==> src/rtl/dead_time_monitor_if.sv <==
// Gate-pair monitor bundle: raw gate feedback and control in,
// reconstructed PWM, dead-band telemetry and fault status out.
// Ports (slave view): gate_hi, gate_lo, dt_min, fault_clr in;
//   pwm_rec, dt_meas, dt_valid, dt_dir, viol, fault out.
interface dead_time_monitor_if #(
   parameter int DT_WIDTH = 8
);
   logic                gate_hi;
   logic                gate_lo;
   logic [DT_WIDTH-1:0] dt_min;
   logic                fault_clr;
   logic                pwm_rec;
   logic [DT_WIDTH-1:0] dt_meas;
   logic                dt_valid;
   logic                dt_dir;
   logic                viol;
   logic                fault;

   modport master (
      output gate_hi, gate_lo, dt_min, fault_clr,
      input  pwm_rec, dt_meas, dt_valid, dt_dir, viol, fault
   );

   modport slave (
      input  gate_hi, gate_lo, dt_min, fault_clr,
      output pwm_rec, dt_meas, dt_valid, dt_dir, viol, fault
   );
endinterface

==> src/rtl/dead_time_monitor.sv <==
// Dead-time monitor: measures dead bands of a complementary gate
// pair, flags short bands, latches shoot-through, rebuilds PWM.
// Ports: clk, reset_n (async, active-low), bus (slave modport).
module dead_time_monitor #(
   parameter int DT_WIDTH    = 8,
   parameter int SYNC_STAGES = 2
) (
   input  logic                  clk,
   input  logic                  reset_n,
   dead_time_monitor_if.slave    bus
);

   typedef enum logic [2:0] {
      S_IDLE,
      S_HI_ON,
      S_DEAD_HL,
      S_LO_ON,
      S_DEAD_LH,
      S_FAULT
   } state_t;

   logic [SYNC_STAGES-1:0] sync_hi;
   logic [SYNC_STAGES-1:0] sync_lo;
   logic                   hs;
   logic                   ls;

   state_t              state, state_nxt;
   logic [DT_WIDTH-1:0] cnt, cnt_nxt;
   logic [DT_WIDTH-1:0] meas, meas_nxt;
   logic                pwm, pwm_nxt;
   logic                dir, dir_nxt;
   logic                valid, valid_nxt;
   logic                vio, vio_nxt;
   logic                flt, flt_nxt;
   logic                cnt_sat;

   always_ff @(posedge clk or negedge reset_n) begin
      if (!reset_n) begin
         sync_hi <= '0;
         sync_lo <= '0;
      end else begin
         sync_hi <= {sync_hi[SYNC_STAGES-2:0], bus.gate_hi};
         sync_lo <= {sync_lo[SYNC_STAGES-2:0], bus.gate_lo};
      end
   end

   assign hs      = sync_hi[SYNC_STAGES-1];
   assign ls      = sync_lo[SYNC_STAGES-1];
   assign cnt_sat = &cnt;

   always_ff @(posedge clk or negedge reset_n) begin
      if (!reset_n) begin
         state <= S_IDLE;
         cnt   <= '0;
         meas  <= '0;
         pwm   <= 1'b0;
         dir   <= 1'b0;
         valid <= 1'b0;
         vio   <= 1'b0;
         flt   <= 1'b0;
      end else begin
         state <= state_nxt;
         cnt   <= cnt_nxt;
         meas  <= meas_nxt;
         pwm   <= pwm_nxt;
         dir   <= dir_nxt;
         valid <= valid_nxt;
         vio   <= vio_nxt;
         flt   <= flt_nxt;
      end
   end

   always_comb begin
      state_nxt = state;
      cnt_nxt   = cnt;
      meas_nxt  = meas;
      pwm_nxt   = pwm;
      dir_nxt   = dir;
      valid_nxt = 1'b0;
      vio_nxt   = 1'b0;
      flt_nxt   = flt;
      // Overlap wins over every other transition.
      if (state != S_FAULT && hs && ls) begin
         state_nxt = S_FAULT;
         flt_nxt   = 1'b1;
         pwm_nxt   = 1'b0;
      end else begin
         unique case (state)
            S_IDLE: begin
               if (hs) begin
                  state_nxt = S_HI_ON;
                  pwm_nxt   = 1'b1;
               end else if (ls) begin
                  state_nxt = S_LO_ON;
                  pwm_nxt   = 1'b0;
               end
            end
            S_HI_ON: begin
               if (!hs) begin
                  state_nxt = S_DEAD_HL;
                  cnt_nxt   = DT_WIDTH'(1);
                  pwm_nxt   = 1'b0;
               end
            end
            S_LO_ON: begin
               if (!ls) begin
                  state_nxt = S_DEAD_LH;
                  cnt_nxt   = DT_WIDTH'(1);
                  pwm_nxt   = 1'b1;
               end
            end
            S_DEAD_HL: begin
               if (ls) begin
                  state_nxt = S_LO_ON;
                  meas_nxt  = cnt;
                  dir_nxt   = 1'b1;
                  valid_nxt = 1'b1;
                  vio_nxt   = (cnt < bus.dt_min);
               end else if (hs) begin
                  state_nxt = S_HI_ON;
                  pwm_nxt   = 1'b1;
               end else if (!cnt_sat) begin
                  cnt_nxt = cnt + DT_WIDTH'(1);
               end
            end
            S_DEAD_LH: begin
               if (hs) begin
                  state_nxt = S_HI_ON;
                  meas_nxt  = cnt;
                  dir_nxt   = 1'b0;
                  valid_nxt = 1'b1;
                  vio_nxt   = (cnt < bus.dt_min);
               end else if (ls) begin
                  state_nxt = S_LO_ON;
                  pwm_nxt   = 1'b0;
               end else if (!cnt_sat) begin
                  cnt_nxt = cnt + DT_WIDTH'(1);
               end
            end
            S_FAULT: begin
               pwm_nxt = 1'b0;
               // Clearing is only honoured once both gates are off.
               if (bus.fault_clr && !hs && !ls) begin
                  state_nxt = S_IDLE;
                  flt_nxt   = 1'b0;
               end
            end
            default: begin
               state_nxt = S_IDLE;
            end
         endcase
      end
   end

   assign bus.pwm_rec  = pwm;
   assign bus.dt_meas  = meas;
   assign bus.dt_valid = valid;
   assign bus.dt_dir   = dir;
   assign bus.viol     = vio;
   assign bus.fault    = flt;

endmodule

==> src/flat_wrapper.sv <==
// flat-port wrapper written by rule: the top's interface ports become plain ports
module dead_time_monitor_flat 
#(
   parameter int DT_WIDTH    = 8,
   parameter int SYNC_STAGES = 2
)
  (clk, reset_n, bus_gate_hi, bus_gate_lo, bus_dt_min, bus_fault_clr, bus_pwm_rec, bus_dt_meas, bus_dt_valid, bus_dt_dir, bus_viol, bus_fault);
  dead_time_monitor_if #(.DT_WIDTH(DT_WIDTH)) bus_i ();
  input  logic clk;
  input  logic reset_n;
  input wire logic [$bits(bus_i.gate_hi)-1:0] bus_gate_hi;
  input wire logic [$bits(bus_i.gate_lo)-1:0] bus_gate_lo;
  input wire logic [$bits(bus_i.dt_min)-1:0] bus_dt_min;
  input wire logic [$bits(bus_i.fault_clr)-1:0] bus_fault_clr;
  output wire logic [$bits(bus_i.pwm_rec)-1:0] bus_pwm_rec;
  output wire logic [$bits(bus_i.dt_meas)-1:0] bus_dt_meas;
  output wire logic [$bits(bus_i.dt_valid)-1:0] bus_dt_valid;
  output wire logic [$bits(bus_i.dt_dir)-1:0] bus_dt_dir;
  output wire logic [$bits(bus_i.viol)-1:0] bus_viol;
  output wire logic [$bits(bus_i.fault)-1:0] bus_fault;
  assign bus_i.gate_hi = bus_gate_hi;
  assign bus_i.gate_lo = bus_gate_lo;
  assign bus_i.dt_min = bus_dt_min;
  assign bus_i.fault_clr = bus_fault_clr;
  assign bus_pwm_rec = bus_i.pwm_rec;
  assign bus_dt_meas = bus_i.dt_meas;
  assign bus_dt_valid = bus_i.dt_valid;
  assign bus_dt_dir = bus_i.dt_dir;
  assign bus_viol = bus_i.viol;
  assign bus_fault = bus_i.fault;
  dead_time_monitor #(.DT_WIDTH(DT_WIDTH), .SYNC_STAGES(SYNC_STAGES)) u_core (.clk(clk), .reset_n(reset_n), .bus(bus_i));
endmodule
==> config.mk <==
export PLATFORM = sky130hd
export DESIGN_NAME = dead_time_monitor_flat
export DESIGN_NICKNAME = d
export VERILOG_FILES = /design/src/rtl/dead_time_monitor_if.sv /design/src/rtl/dead_time_monitor.sv /design/src/flat_wrapper.sv
export SDC_FILE = /design/constraint.sdc
export NUM_CORES = 1
export LEC_CHECK = 0
export CORE_MARGIN = 4
export CORE_UTILIZATION = 50
export CTS_CLUSTER_SIZE = 12
export DETAILED_ROUTE_END_ITERATION = 6
export GPL_ROUTABILITY_DRIVEN = 0
export PLACE_DENSITY = 0.85
export SLEW_MARGIN = 15
export SYNTH_ARGS = -nofsm -noshare
export SYNTH_HDL_FRONTEND = slang
export SYNTH_SLANG_ARGS = --single-unit
export TNS_END_PERCENT = 30
==> constraint.sdc <==
create_clock -name clk -period 4.6 [get_ports clk]
set_input_delay 1.38 -clock clk [delete_from_list [all_inputs] [get_ports clk]]
set_output_delay 1.38 -clock clk [all_outputs]
set_load 0.03 [all_outputs]
# == Word-level counts from Yosys, hierarchy flattened ==
# Index checks and enable logic that the tools add are counted.
# word_totals
register_bits,28
wordCells,97
# op_classes
muxes,43
add_sub_neg,1
reduce_logical,19
eq_ne,22
bitwise,1
n_lt_le_gt_ge,1
# op_table
operator,n
8-bit two-way mux,9
8-bit one-hot mux with 4 select lines,1
3-bit two-way mux,8
1-bit two-way mux,19
8-bit one-hot mux with 2 select lines,1
8-bit AND reduction,2
"3-bit inequality test, second input constant",5
3-bit one-hot mux with 5 select lines,1
"2-bit inequality test, second input constant",6
"8-bit by 1-bit adder with 8-bit output, second input constant",1
8-bit less-than comparator,1
"4-bit by 1-bit inequality test with 1-bit output, second input constant",2
7-bit nonzero test,1
"3-bit by 2-bit equality test with 1-bit output, second input constant",2
"3-bit equality test, second input constant",2
"3-bit by 1-bit inequality test with 1-bit output, second input constant",2
1-bit one-hot mux with 2 select lines,3
1-bit one-hot mux with 6 select lines,1
6-bit AND reduction,1
2-bit nonzero test,3
5-bit AND reduction,1
1-bit logical AND,4
"2-bit by 1-bit inequality test with 1-bit output, second input constant",2
4-bit AND reduction,1
other kinds (7),8

# == Depth between registers and ports, before layout ==
# Gate-level depths: netlist (run 1).
# logic_depth
ltp_word,6
ltp_mapped,7
depth_no_buf,7

# == Least setup slack after synthesis (run 1) ==
# OpenSTA, ideal clock, no wires.
# synth_path
path_type,input port to flip-flop
from,input bus_dt_min[1]
to,register u_core.vio (netlist: u_core.bus.viol)
path_buffers,0
path_slack_ps,2269
arrival_ps,2245
setup_ps,86
required_ps,4514
stages,6
path_cell_list,inv_1 -> ha_1 -> a21o_1 -> a211oi_1 -> nor3_1 -> nor3_1
# synth_via
elab_chain_len,4
elab_cells_between_ends,5
# synth_lines
item,line,source
"start, declared",flat_wrapper.sv:13,input wire logic [$bits(bus_i.dt_min)-1:0] bus_dt_min;
8-bit less-than comparator (*),"dead_time_monitor.sv:118, dead_time_monitor.sv:132",
1-bit two-way mux (on tied branches),"dead_time_monitor.sv:127, dead_time_monitor.sv:113",
1-bit one-hot mux with 2 select lines (*),dead_time_monitor.sv:88,unique case (state)
1-bit two-way mux (*),dead_time_monitor.sv:83,if (state != S_FAULT && hs && ls) begin
via u_core.vio_nxt,dead_time_monitor.sv:33,"logic vio, vio_nxt;"
"end signal, assigned",dead_time_monitor.sv:68,vio <= vio_nxt;
"end, declared",dead_time_monitor.sv:33,
# The timed path passes the listed nets; every way through them passes the cells marked *.
# A chain may end at the register's enable or synchronous reset.

# == Worst setup path after layout (run 1) ==
# layout_path
from,register u_core.pwm (netlist: u_core.bus.pwm_rec)
to,output bus_pwm_rec
# layout_rtl
item,line,source
"start, declared",dead_time_monitor.sv:30,"logic pwm, pwm_nxt;"
"start signal, assigned",dead_time_monitor.sv:65,pwm <= pwm_nxt;
"end, declared",flat_wrapper.sv:15,output wire logic [$bits(bus_i.pwm_rec)-1:0] bus_pwm_rec;
# No word-level cell between the ends.

==> run_results.csv, run 1 <==
group,metric,value,unit
cts,cts_buffers,3,
setup_path,reg2reg_slack,2810,ps
hold_path,whs_path_depth,0,
drt,drt_iter0_drc,64,
cells_and_area,finalInstanceArea,1910,sq um
drt,route.met3.wl,165,um
power_and_ir_drop,p_int,0.524,mW
cts,hold_buffers,0,
power_and_ir_drop,p_leak,0.848,nW
cts,ctsResizeCount,0,
setup_path,endpoint,"bus_pwm_rec",
timing,finalSetupViolations,0,
die,die_h,65.0,um
setup_path,critPathArrivalTime,1450,ps
yosys,synth-warning-count,0,
drt,wl,3.25,mm
power_and_ir_drop,combPwrFrac,43.3,%
global_route,overflow,0,
global_route,grt_max_degree,29,
placement,dp_hpwl,2.33,mm
yosys,ys_ff_latch,28,
power_and_ir_drop,clkPwrFrac,13.4,%
setup_path,reg2reg_to,"u_core.bus.dt_meas[0]",
drt,firstDrtPassIters,4,
timing,tightest_slew,523,ps
drt,routed_via_density,5.76,
power_and_ir_drop,ir_drop,0.000269,V
drt,met1_length,1.43,mm
die,core_area,3080,sq um
cts,insertion_delay,320,ps
power_and_ir_drop,seq_power_share,43.2,%
cells_and_area,layout_commonest_cell,"dfrtp_1",
job,cap_viol_max_count,0,
die,die_area,4220,sq um
cts,htreeDepth,1,
drt,wl_met2,1.62,mm
timing,setup_tns,0,ps
power_and_ir_drop,netSwitchingPower,0.362,mW
timing,max_slew_margin,65.1,%
setup_path,critPathTopFamily,"buffers and inverters",
global_route,grt_usage,17.2,%
die,ioPinCount,26,
yosys,syn_nets,172,
setup_path,crit_cells,1,
setup_path,max_stage_delay,690,ps
timing,period_minus_slack,2830,ps
yosys,ys_types,42,
placement,placed_area,1880,sq um
global_route,grt_pass1_vias,1255,
cells_and_area,fin_nets,197,
yosys,ys_seq_area_share,43.1,%
cells_and_area,syn2layout_area_growth,17.7,%
die,fp.dieW,65.0,um
setup_path,reg2reg_from,"u_core.state[1]",
timing,grt_setup_unrepaired,"no",
setup_path,path_cells,"clkdlybuf4s50_1",
setup_path,cp-end-kind,"output pin",
setup_path,r2r_cells,4,
setup_path,setup.worst_path.start,"u_core.bus.pwm_rec",
setup_path,required,3220,ps
drt,drcViolationCount,0,
cts,cts_setup_buffers,0,
setup_path,crit_path_start_kind,"flip-flop",
cells_and_area,drive_gt1_share,14.9,%
setup_path,path_max_fanout,5,
status,outcome,"finished clean",
cts,clkTransAtPathRegs,150,ps
drt,route.antenna.remaining_nets,0,
yosys,postSynthAreaPerCell,10.8,sq um
yosys,synth_area,1620,sq um
cts,clockBufferDepth,2,
power_and_ir_drop,power_density,463,nW/um^2
timing,slew_violations,0,
yosys,async_reset_ff_share,100,%
hold_path,hold_class,"reg2reg",
drt,routedWlPerCell,14.9,um
yosys,synth_edf_count,0,
yosys,synth_cells,151,
drt,top_layer_used,"met4",
timing,min_period_over_period,61.5,%
drt,vias,1261,
placement,dp_slack,1730,ps
global_route,antenna_found_initial,0,
global_route,grt_pass1_wl,5.73,mm
timing,clock_skew,3.10,ps
setup_path,crit_buf_inv,1,
die,start_util,52.8,%
die,core.rowCount,20,
timing,finalHoldViolations,0,
cts,cts_tree,"built",
cells_and_area,layout_common_cells,"28 x dfrtp_1, 25 x clkdlybuf4s50_1, 13 x nand2_1, 12 x a21oi_1, 11 x inv_1",
power_and_ir_drop,swShare,40.8,%
timing,setup_slack,1770,ps
cts,cts_num_sinks,28,
timing,max_freq,353,MHz
yosys,ys.flop_type,"dfrtp_1",
cts,cts_root_buf,"clkbuf_4",
placement,io_buffer_count,25,
setup_path,cp_slowest_cell,"clkdlybuf4s50_1",
cells_and_area,antenna_cells,0,
setup_path,worstSetupPathType,"reg2out",
-- power by group through the flow --
| stage | clock, mW | combinational [mW] | sequential (mW) |
|---|---|---|---|
| finish | 0.119 | 0.384 | 0.383 |
| detailed placement | 0 | 0.382 | 0.388 |
| global placement | 0 | 0.368 | 0.383 |
| global route | 0.131 | 0.419 | 0.393 |
| CTS | 0.123 | 0.384 | 0.382 |
| floorplan | 0 | 0.284 | 0.390 |
-- state kept, by name, indices dropped and copies added, names as in the netlist --
name,cells
u_core.bus.dt_dir,1
u_core.sync_hi,2
u_core.bus.pwm_rec,1
u_core.bus.fault,1
u_core.cnt,8
u_core.sync_lo,2
u_core.bus.dt_valid,1
u_core.bus.dt_meas,8
u_core.bus.viol,1
u_core.state,3
-- cell type report --
class / instances / area (sq um)
inverters: 11 / 41.3
multi-input cells: 106 / 821
flip-flops and latches: 28 / 701
clock buffers: 4 / 36.3
fillers: 246 / 1170
well taps: 44 / 55.1
repair buffers: 26 / 258
-- metrics by stage --
| stage | total power, mW | hold WS [ps] | cells | utilization (%) |
|---|---|---|---|---|
| finish | 0.886 | 367 | 219 | 62.1 |
| global route | 0.944 | 375 | 219 | 62.1 |
| CTS | 0.890 | 369 | 219 | 62.1 |
| detailed placement | 0.770 | 336 | 215 | 60.9 |
| global placement | 0.750 | 332 | 215 | 60.9 |
| floorplan | 0.674 | 331 | 151 | - |
-- cell usage after synthesis (2+ instances only) --
cell	instances	area, sq um
inv_1	11	41.3
nand2_1	13	48.8
ha_1	8	100
o31ai_1	2	15.0
nand3_1	5	25.0
nand2_2	2	12.5
a211oi_1	2	15.0
nor2_1	6	22.5
nand4_1	2	12.5
o21ai_0	10	50.1
a22o_1	2	17.5
dfrtp_1	28	701
mux2_4	8	120
nor3_1	3	15.0
nand2b_1	3	18.8
buf_6	5	56.3
a31oi_1	3	18.8
a41oi_1	3	26.3
a21oi_1	12	60.1
-- kinds of logic (layout without fill, tap and decap cells) --
family                     after synthesis  in the layout  share of synthesized area [%]
AOI/OAI and AO/OA                       44             44                           19.9
and+or+nand+nor                         44             44                           15.9
DFF                                     28             28                           43.1
buffers and inverters                   17             41                           6.32
muxes                                    9              9                           8.01
adders and majority gates                8              8                           6.16
xor gates and xnor gates                 1              1                          0.539
-- metal layers --
| layer | global-route usage [%] | vias to the layer above |
|---|---|---|
| li1 | - | 595 |
| met1 | 21.6 | 618 |
| met2 | 29.8 | 44 |
| met3 | 3.64 | 4 |
| met4 | 4.49 | 0 |
| met5 | 0 | - |
-- how the worst min path moves through the flow --
stage	start	endpoint	slack [ps]
floorplan	u_core.sync_hi[0]	u_core.sync_hi[1]	330
global placement	u_core.sync_lo[0]	u_core.sync_lo[1]	330
detailed placement	u_core.sync_lo[0]	u_core.sync_lo[1]	340
CTS	u_core.sync_lo[0]	u_core.sync_lo[1]	370
global route	u_core.sync_lo[0]	u_core.sync_lo[1]	370
finish	u_core.sync_hi[0]	u_core.sync_hi[1]	370
(Power assumes the default switching activity.)
==> run 2: changes to the inputs <==
Clock period 4.6 ns to 2.9 ns, I/O delays scaled along.
==> run_results.csv, run 2 (synthesis gave the netlist of run 1 again) <==
group,metric,value,unit
status,outcome,"finished clean",
job,cap_viol_max_count,0,
global_route,grt_pass1_wl,5.34,mm
setup_path,cp-end-kind,"output pin",
timing,clock_skew,5.86,ps
placement,placed_area,1880,sq um
setup_path,critPathTopFamily,"buffers and inverters",
die,fp.dieW,65.0,um
cts,clockBufferDepth,2,
die,ioPinCount,26,
hold_path,hold_class,"reg2reg",
drt,route.antenna.remaining_nets,0,
power_and_ir_drop,p_leak,0.848,nW
setup_path,crit_path_start_kind,"flip-flop",
placement,dp_hpwl,2.36,mm
setup_path,path_max_fanout,5,
cts,cts_tree,"built",
cells_and_area,antenna_cells,0,
drt,wl,3.19,mm
global_route,overflow,0,
cts,hold_buffers,0,
timing,grt_setup_unrepaired,"no",
timing,max_freq,429,MHz
die,die_h,65.0,um
cells_and_area,syn2layout_area_growth,17.7,%
cts,ctsResizeCount,0,
global_route,grt_pass1_vias,1161,
placement,dp_slack,529,ps
timing,setup_tns,0,ps
cts,cts_root_buf,"clkbuf_4",
placement,io_buffer_count,25,
setup_path,reg2reg_slack,1110,ps
power_and_ir_drop,ir_drop,0.000403,V
cells_and_area,fin_nets,197,
cells_and_area,layout_common_cells,"28 x dfrtp_1, 25 x clkdlybuf4s50_1, 13 x nand2_1, 12 x a21oi_1, 11 x inv_1",
cts,cts_num_sinks,28,
setup_path,required,2030,ps
timing,max_slew_margin,66.1,%
drt,firstDrtPassIters,4,
timing,setup_slack,569,ps
global_route,antenna_found_initial,0,
power_and_ir_drop,power_density,737,nW/um^2
cts,cts_setup_buffers,0,
timing,finalHoldViolations,0,
timing,min_period_over_period,80.4,%
die,die_area,4220,sq um
setup_path,setup.worst_path.start,"u_core.bus.pwm_rec",
die,core_area,3080,sq um
timing,period_minus_slack,2330,ps
setup_path,reg2reg_from,"u_core.state[1]",
cts,cts_buffers,3,
timing,tightest_slew,508,ps
drt,drt_iter0_drc,40,
timing,finalSetupViolations,0,
drt,vias,1244,
hold_path,hp-start,"u_core.sync_hi[0]",
setup_path,cp_slowest_cell,"clkdlybuf4s50_1",
die,core.rowCount,20,
cells_and_area,finalInstanceArea,1910,sq um
die,start_util,52.8,%
drt,routedWlPerCell,14.6,um
global_route,grt_usage,16.0,%
setup_path,critPathArrivalTime,1460,ps
setup_path,path_cells,"clkdlybuf4s50_1",
setup_path,max_stage_delay,690,ps
power_and_ir_drop,power,1.41,mW
cells_and_area,layout_commonest_cell,"dfrtp_1",
timing,slew_violations,0,
setup_path,worstSetupPathType,"reg2out",
cts,htreeDepth,1,
drt,routed_via_density,5.68,
drt,drcViolationCount,0,
setup_path,crit_buf_inv,1,
cts,insertion_delay,330,ps
cells_and_area,drive_gt1_share,14.9,%
cts,clkTransAtPathRegs,150,ps
global_route,grt_max_degree,29,
==> run 2: routing by layer <==
| layer | GRT usage [%] | wire (um) |
|---|---|---|
| met1 | 20.7 | 1430 |
| met2 | 27.2 | 1590 |
| met3 | 2.77 | 133 |
| met4 | 5.01 | 38 |
| met5 | 0 | 0 |
==> run 2: layout make-up <==
class                           count  area [sq um]
Tap cell                           44          55.1
Clock buffer                        4          36.3
Fill cell                         240          1170
Inverter                           11          41.3
Multi-Input combinational cell    106           821
Timing Repair Buffer               26           258
Sequential cell                    28           701
==> run 2: stage by stage <==
| step | std cells | utilization, % | hold WS, ps |
|---|---|---|---|
| after floorplan | 151 | - | 331 |
| after global placement | 215 | 60.9 | 332 |
| after detailed placement | 215 | 60.9 | 337 |
| after CTS | 219 | 62.1 | 370 |
| after global routing | 219 | 62.1 | 375 |
| final | 219 | 62.1 | 369 |
==> run 2: report_power, final <==
| part | leakage, nW | internal, mW | switching [mW] |
|---|---|---|---|
| logic | 0.469 | 0.289 | 0.320 |
| clock network | 0.0210 | 0.0769 | 0.119 |
| registers | 0.358 | 0.467 | 0.139 |
==> run 2: path summary, 6_finish.rpt <==
path,end,cells after the start
worst max register to register,u_core.bus.dt_meas[1],4
worst max-delay path,bus_pwm_rec,1
worst min-delay path,u_core.sync_hi[1],0
max in group asynchronous,u_core.cnt[3],2
worst min register to register,u_core.sync_hi[1],0
min in group asynchronous,u_core.state[1],2
==> run 2: worst register-to-register path, delay by kind of cell, from the launching register on <==
family             cells  cell delay (ps)
AOI/OAI and AO/OA      1              380
DFF                    1              640
muxes                  1              330
and+or+nand+nor        2              350
==> run 3: changes to the inputs <==
Clock period 2.9 ns to 2.4 ns, I/O delays scaled along.
==> results of run 3 <==
The final DEF is identical to that of run 2. Status: finished clean.
Main changes from that run: setup slack after placement 529 ps -> 179 ps; setup slack after layout 569 ps -> 219 ps; register-to-register setup slack 1110 ps -> 610 ps; total power 1.41 mW -> 1.70 mW; worst IR drop on VDD 0.000403 V -> 0.000487 V
